File: src/rtl/sweep_controller.sv
// Sweep sequencer for the regfile/ALU datapath: walks rs1 over [startAddr..endAddr]
// (wrapping mod 32), pacing each element with a programmable idle delay.
module sweep_controller #(
  parameter int DELAY_CYCLES  = 4,
  parameter int DELAY_W       = 27,
  parameter bit STOP_ON_CARRY = 1'b1
) (
  input  logic       clk,
  input  logic       rst,
  input  logic       start,
  input  logic       abort,
  input  logic [3:0] opSel,
  input  logic [4:0] startAddr,
  input  logic [4:0] endAddr,
  input  logic       carryOut,
  output logic [4:0] rs1,
  output logic [4:0] rs2,
  output logic [4:0] rd,
  output logic [3:0] aluOp,
  output logic       regWrite,
  output logic       busy,
  output logic       done,
  output logic       carryStop,
  output logic [5:0] writeCnt,
  output logic [2:0] dbg_state
);

  typedef enum logic [2:0] {
    S_IDLE  = 3'd0,
    S_WAIT  = 3'd1,
    S_READ  = 3'd2,
    S_WRITE = 3'd3,
    S_DONE  = 3'd4
  } state_t;

  // A zero delay still spends one cycle in WAIT, so both 0 and 1 reload to 0.
  localparam logic [DELAY_W-1:0] DLY_RELOAD =
    (DELAY_CYCLES > 0) ? DELAY_W'(DELAY_CYCLES - 1) : '0;

  state_t             r_state;
  logic [DELAY_W-1:0] r_dly;
  logic [4:0]         r_end_addr;
  logic               w_wr_ok;

  assign rs2       = rs1 + 5'd1;
  assign rd        = rs2;
  assign w_wr_ok   = (rd != 5'd0);
  assign regWrite  = (r_state == S_WRITE) && w_wr_ok && !abort;
  assign dbg_state = r_state;

  always_ff @(posedge clk or negedge rst) begin
    if (!rst) begin
      r_state    <= S_IDLE;
      r_dly      <= '0;
      r_end_addr <= '0;
      rs1        <= '0;
      aluOp      <= '0;
      busy       <= 1'b0;
      done       <= 1'b0;
      carryStop  <= 1'b0;
      writeCnt   <= '0;
    end else begin
      done <= 1'b0;
      case (r_state)
        S_IDLE: begin
          if (start && !abort) begin
            aluOp      <= opSel;
            rs1        <= startAddr;
            r_end_addr <= endAddr;
            writeCnt   <= '0;
            carryStop  <= 1'b0;
            r_dly      <= DLY_RELOAD;
            busy       <= 1'b1;
            r_state    <= S_WAIT;
          end
        end
        S_WAIT: begin
          if (abort) begin
            done    <= 1'b1;
            r_state <= S_DONE;
          end else if (r_dly == '0) begin
            r_state <= S_READ;
          end else begin
            r_dly <= r_dly - DELAY_W'(1);
          end
        end
        S_READ: begin
          if (abort) begin
            done    <= 1'b1;
            r_state <= S_DONE;
          end else begin
            r_state <= S_WRITE;
          end
        end
        S_WRITE: begin
          if (abort) begin
            done    <= 1'b1;
            r_state <= S_DONE;
          end else begin
            if (w_wr_ok) writeCnt <= writeCnt + 6'd1;
            // End of range wins over carry: the last element never sets carryStop.
            if (rs1 == r_end_addr) begin
              done    <= 1'b1;
              r_state <= S_DONE;
            end else if (STOP_ON_CARRY && carryOut) begin
              carryStop <= 1'b1;
              done      <= 1'b1;
              r_state   <= S_DONE;
            end else begin
              rs1     <= rs1 + 5'd1;
              r_dly   <= DLY_RELOAD;
              r_state <= S_WAIT;
            end
          end
        end
        S_DONE: begin
          busy    <= 1'b0;
          r_state <= S_IDLE;
        end
        default: begin
          busy    <= 1'b0;
          r_state <= S_IDLE;
        end
      endcase
    end
  end

endmodule
File: config.mk
export PLATFORM = sky130hd
export DESIGN_NAME = sweep_controller
export DESIGN_NICKNAME = d
export VERILOG_FILES = /design/src/rtl/sweep_controller.sv
export SDC_FILE = /design/constraint.sdc
export NUM_CORES = 1
export LEC_CHECK = 0
export ABC_CLOCK_PERIOD_IN_PS = 4800
export BUFFER_PORTS_ARGS = -buffer_cell sky130_fd_sc_hd__buf_2
export CORE_MARGIN = 5
export CORE_UTILIZATION = 57
export DETAILED_ROUTE_END_ITERATION = 6
export PLACE_DENSITY = 0.91
export SYNTH_ARGS = -nofsm -noshare
export SYNTH_HDL_FRONTEND = slang
export SYNTH_SLANG_ARGS = --single-unit
export TNS_END_PERCENT = 30
File: constraint.sdc
create_clock -name clk -period 4.8 [get_ports clk]
set_clock_uncertainty 0.15 [all_clocks]
set_input_delay 0.24 -clock clk [delete_from_list [all_inputs] [get_ports clk]]
set_output_delay 0.24 -clock clk [all_outputs]
set_load 0.05 [all_outputs]
* Yosys cells after proc, flatten, opt, wreduce, memory -nomap -nowiden
Index checks and enable logic that the tools add are counted.
** Storage, ports and cells
- Input bits :: 19
- Memories :: 0
- Flip-flop bits (word level) :: 53
- Output and inout bits :: 32
- Memory bits (read-only) :: 0
- Memory bits (writable) :: 0
- Latch bits :: 0
** Operators by class
- $lt $le $gt $ge :: 0
- Equality and inequality tests :: 13
- Reduce and logical (&&, ||, !) cells :: 18
- Bitwise operators :: 1
- Multipliers :: 0
- Add/sub/neg operators :: 3
- Shifts and indexed selects :: 0
- Muxes and demuxes :: 36
- Div/mod/pow operators :: 0
** Operators with widths (count)
- $mux W27 :: 6
- $pmux W27 S3 :: 1
- $logic_not A27 Y1 :: 1
- $sub A27 B1 Y27 const B :: 1
- $mux W3 :: 7
- $mux W5 :: 4
- $mux W6 :: 3
- $ne A2 B2 Y1 const B :: 8
- $pmux W3 S4 :: 1
- $pmux W6 S2 :: 1
- $pmux W5 S2 :: 1
- $reduce_and A5 Y1 :: 2
- $mux W1 :: 9
- $reduce_and A7 Y1 :: 1
- $add A6 B1 Y6 const B :: 1
- $eq A3 B2 Y1 const B :: 2
- $pmux W1 S2 :: 3
- $reduce_and A2 Y1 :: 3
- $add A5 B1 Y5 const B :: 1
- $eq A5 B5 Y1 :: 1
- $reduce_bool A5 Y1 :: 1
- $reduce_and A4 Y1 :: 1
- $eq A3 B1 Y1 const B :: 1
- $logic_and A1 B1 Y1 :: 3
- other kinds (8) :: 8

* Logic depth before layout (Yosys ltp)
- Depth in word-level cells :: 5
- Gate-level depth with buffers :: 9
- Depth with buffers taken out :: 7

* Worst setup path before layout
Ideal clock, no wire load.
- Path kind :: reg-to-reg
- Start :: reg rs1[0]
- End :: reg writeCnt[2]
- Buffers on the path :: 0
- Period minus slack after synthesis :: 3.232 ns
- Data required time :: 4.582 ns
- Stages on the path, launching flop included :: 7
- Data arrival time :: 3.013 ns
- Slack :: 1.568 ns
- Path through :: dfrtp_1 > ha_1 > nand3_1 > xnor2_1 > o31a_1 > o21ai_0 > nand2_1
** On the way
- Cells in the longest elaborated chain, start to end :: 4
** Ends and longest elaborated chain
- from (decl) :: RTL line 16 : output logic [4:0] rs1,
- from (signal assigned) :: RTL line 68 : rs1 <= startAddr;
- from (signal assigned) :: RTL line 110 : rs1 <= rs1 + 5'd1;
- $add A5 B1 Y5 :: RTL line 45 : assign rs2 = rs1 + 5'd1;
- via rd[4] :: RTL line 18 : output logic [4:0] rd,
- $reduce_bool A5 Y1 :: RTL line 47 : assign w_wr_ok = (rd != 5'd0);
- $ne A2 B2 Y1 (no line)
- $reduce_and A4 Y1 (no line)
- to (signal assigned) :: RTL line 100 : if (w_wr_ok) writeCnt <= writeCnt + 6'd1;
- to (decl) :: RTL line 24 : output logic [5:0] writeCnt,
The timed path passes the listed nets, and every way through them passes these cells.
A chain may end at the register's enable or synchronous reset.

* Final worst setup path
- Start :: reg r_dly[21]
- End :: reg r_dly[8]
** On the way
- Cells in the longest elaborated chain, start to end :: 3
** Ends and longest elaborated chain
- from (decl) :: RTL line 41 : logic [DELAY_W-1:0] r_dly;
- from (signal assigned) :: RTL line 84 : r_dly <= r_dly - DELAY_W'(1);
- $logic_not A27 Y1 :: RTL line 81 : end else if (r_dly == '0) begin
- $ne A2 B2 Y1 (no line)
- $reduce_and A7 Y1 (no line)
Every way passes these cells.

==> results.yml <==
run_status:
  status: "completed"
min_path:
  holdCritPathClass: "input port to register"
  worstHoldStart: "startAddr[1]"
worst_setup_path:
  max_stage_delay_ns: 0.72
  worstSetupStartpoint: "r_dly[21]"
  crit_required_ns: 4.80
  crit_slowest_cell: "nor3_1"
  start_kind: "register"
  crit_chain: "nor4_1 > nand4_1 > nor3_1 > buf_4 > or4_2 > a21oi_1"
  cp.arrival_ns: 2.99
  worst-setup-path-type: "register to register"
  path_max_fanout: 12
  cp-end-kind: "register"
  r2r_start: "r_dly[21]"
layout:
  multi_input_area_sq_mm: 0.00152
  area_growth_pct: 14.8
  regArea_sq_mm: 0.00133
  layout.cells.non_filler: 446
  nFillCells: 384
  nets: 398
  drive_above_1_share_pct: 21.8
  antenna_cells: 0
  final_util_pct: 67.7
route:
  drt_iter0_markers: 282
  avgRoutedWirePerCell_um: 16.0
  vias_per_cell: 6.12
  ant_nets: 0
  wirelength_mm: 7.15
  dr.pass1.iters: 4
  num_vias: 2731
  drcViolationCount: 0
synth:
  synthArstFlopShare_pct: 100
  synth_area_sq_mm: 0.00301
  syn_avg_cell_area_sq_um: 9.21
  synth_cell_types: 56
  syn_nets: 350
  synth_ff_type: "dfrtp_1"
  synth_seq_cells: 53
  yosysSeqAreaShare_pct: 44.0
  synth-edff-count: 0
  netlist_instances: 327
  yosysWarnings: 0
timing:
  drv_slew: 0
  setup_viol: 0
  hold_violations: 0
  period_needed_ns: 3.00
  hold_ws_ns: 0.0114
  fmax_mhz: 334
  slew_headroom_pct: 44.0
  rsz0062_at_grt: "no"
  fin_tns_setup_ns: 0
  worst_slew_pin_slew_ns: 0.833
  post-route-period-util_pct: 62.4
die:
  initial_core_util_pct: 59.0
  boundaryPins: 51
  dieArea_sq_mm: 0.00684
  die_h_um: 82.7
  rows: 26
  core-area_sq_mm: 0.00511
  die_x_um: 82.7
grt:
  grt_pass1_vias: 2555
  grt_overflow: 0
  antenna_found_initial: 0
  track_usage_pct: 22.3
  grt_pass1_wl_mm: 11.7
  grt_max_degree: 54
clock_network:
  cts-root-buf: "clkbuf_8"
  cts_sinks: 53
  clkLatencyLatePin_ns: 0.32
  clock_path_buffers: 2
  cts_tree: "done"
  post_cts.repair.setup_buffers: 0
  hold_buffers: 10
  htree_levels: 2
  numCtsBuffers: 5
  clk_transition_reported_paths_ns: 0.11
  cts_resized: 0
pwr:
  powerDensity_mw_per_mm2: 612
  total_power_mw: 2.12
  peakVddDrop_v: 0.000418
  power_leakage_nw: 1.62
place:
  place_congestion: 0.808
  port_buffers: 50
  placed_cells: 428
  post-dp-hpwl_mm: 4.67
flow_run:
  maxCapViolations: 0
==> layout make-up <==
type / instances / area share (%)
tap: 70 / 2.53
timing repair buffer: 64 / 11.0
inverter: 8 / 0.868
clock inverter: 2 / 1.12
sequential: 53 / 38.4
clock buffer: 6 / 2.10
multi-input combinational: 243 / 44.0
==> through the flow <==
stage,instance area (sq um),setup WS [ns]
2_1_floorplan,3010,1.57
3_3_place_gp,3250,2.04
3_5_place_dp,3250,1.92
4_1_cts,3460,1.88
5_1_grt,3460,1.63
6_report,3460,1.80
==> critical path, delay by kind of cell (launching register included) <==
family,cells,cell delay [ns]
AOI/OAI and AO/OA,1,0.07
buffers and inverters,1,0.31
DFF,1,0.43
and+or+nand+nor,4,1.87
==> registers in the layout, summed over array words and instances (netlist names) <==
name / cells
dbg_state: 3
busy: 1
carryStop: 1
aluOp: 4
done: 1
r_dly: 27
writeCnt: 6
r_end_addr: 5
rs1: 5
==> routing by layer <==
layer / vias up / global-route usage (%) / part of all wire (%)
li1: 1292 / - / -
met1: 1302 / 28.5 / 41
met2: 112 / 35.3 / 49
met3: 25 / 4.66 / 6.8
met4: 0 / 11.9 / 3.2
met5: - / 0 / 0
==> placed cells by master (no fill, tap or decap), types with 6 or more instances in the layout <==
cell and n:
buf_2 50, dlygate4sd3_1 10, mux2i_1 6, nand3_1 12
inv_1 8, or3_1 10, nand2_1 50, nor3_1 8
or4_1 11, xnor2_1 8, nand2b_1 7, o31ai_1 14
nor2_1 15, dfrtp_1 53, a21oi_1 21, nor4_1 7
==> power breakdown <==
| group | total [mW] | switching [mW] | internal, mW |
|---|---|---|---|
| clock | 0.308 | 0.151 | 0.157 |
| combinational | 1.13 | 0.841 | 0.293 |
| sequential | 0.673 | 0.125 | 0.549 |
| total | 2.12 | 1.12 | 0.999 |
==> synth_stat cells (3+ instances only) <==
cell	instances	area, sq um
a21oi_1	21	105
a31oi_1	5	31.3
buf_4	7	52.6
clkbuf_1	11	41.3
dfrtp_1	53	1330
ha_1	4	50.1
inv_1	8	30.0
mux2i_1	6	60.1
nand2_1	50	188
nand2b_1	7	43.8
nand3_1	12	60.1
nor2_1	15	56.3
nor2b_1	3	18.8
nor3_1	8	40.0
nor4_1	7	43.8
o211ai_1	5	37.5
o21a_1	4	30.0
o21ai_0	6	30.0
o31ai_1	14	105
o41ai_1	4	35.0
or2_2	4	25.0
or3_1	10	62.6
or4_1	11	82.6
or4_2	3	26.3
xnor2_1	8	70.1
==> cell families after synthesis <==
| kind of cell | share of synthesized area (%) |
|---|---|
| AO/OA/AOI/OAI | 16.9 |
| XOR/XNOR | 2.62 |
| adder cells (fa/ha/maj) | 1.66 |
| buffers and inverters | 5.44 |
| flip-flops | 44.0 |
| AND/OR/NAND/NOR | 26.6 |
| multiplexers | 2.74 |
==> path summary, 6_finish.rpt <==
| path | cells after the start | slack [ns] | endpoint |
|---|---|---|---|
| worst max register to register | 6 | 1.80 | r_dly[8] |
| min in group asynchronous | 3 | 0.42 | r_end_addr[2] |
| worst min-delay path | 3 | 0.01 | rs1[1] |
| worst min register to register | 2 | 0.34 | aluOp[3] |
| max in group asynchronous | 3 | 3.64 | r_dly[18] |
| worst max-delay path | 6 | 1.80 | r_dly[8] |
Note: power is estimated with default switching activity, not from simulation.
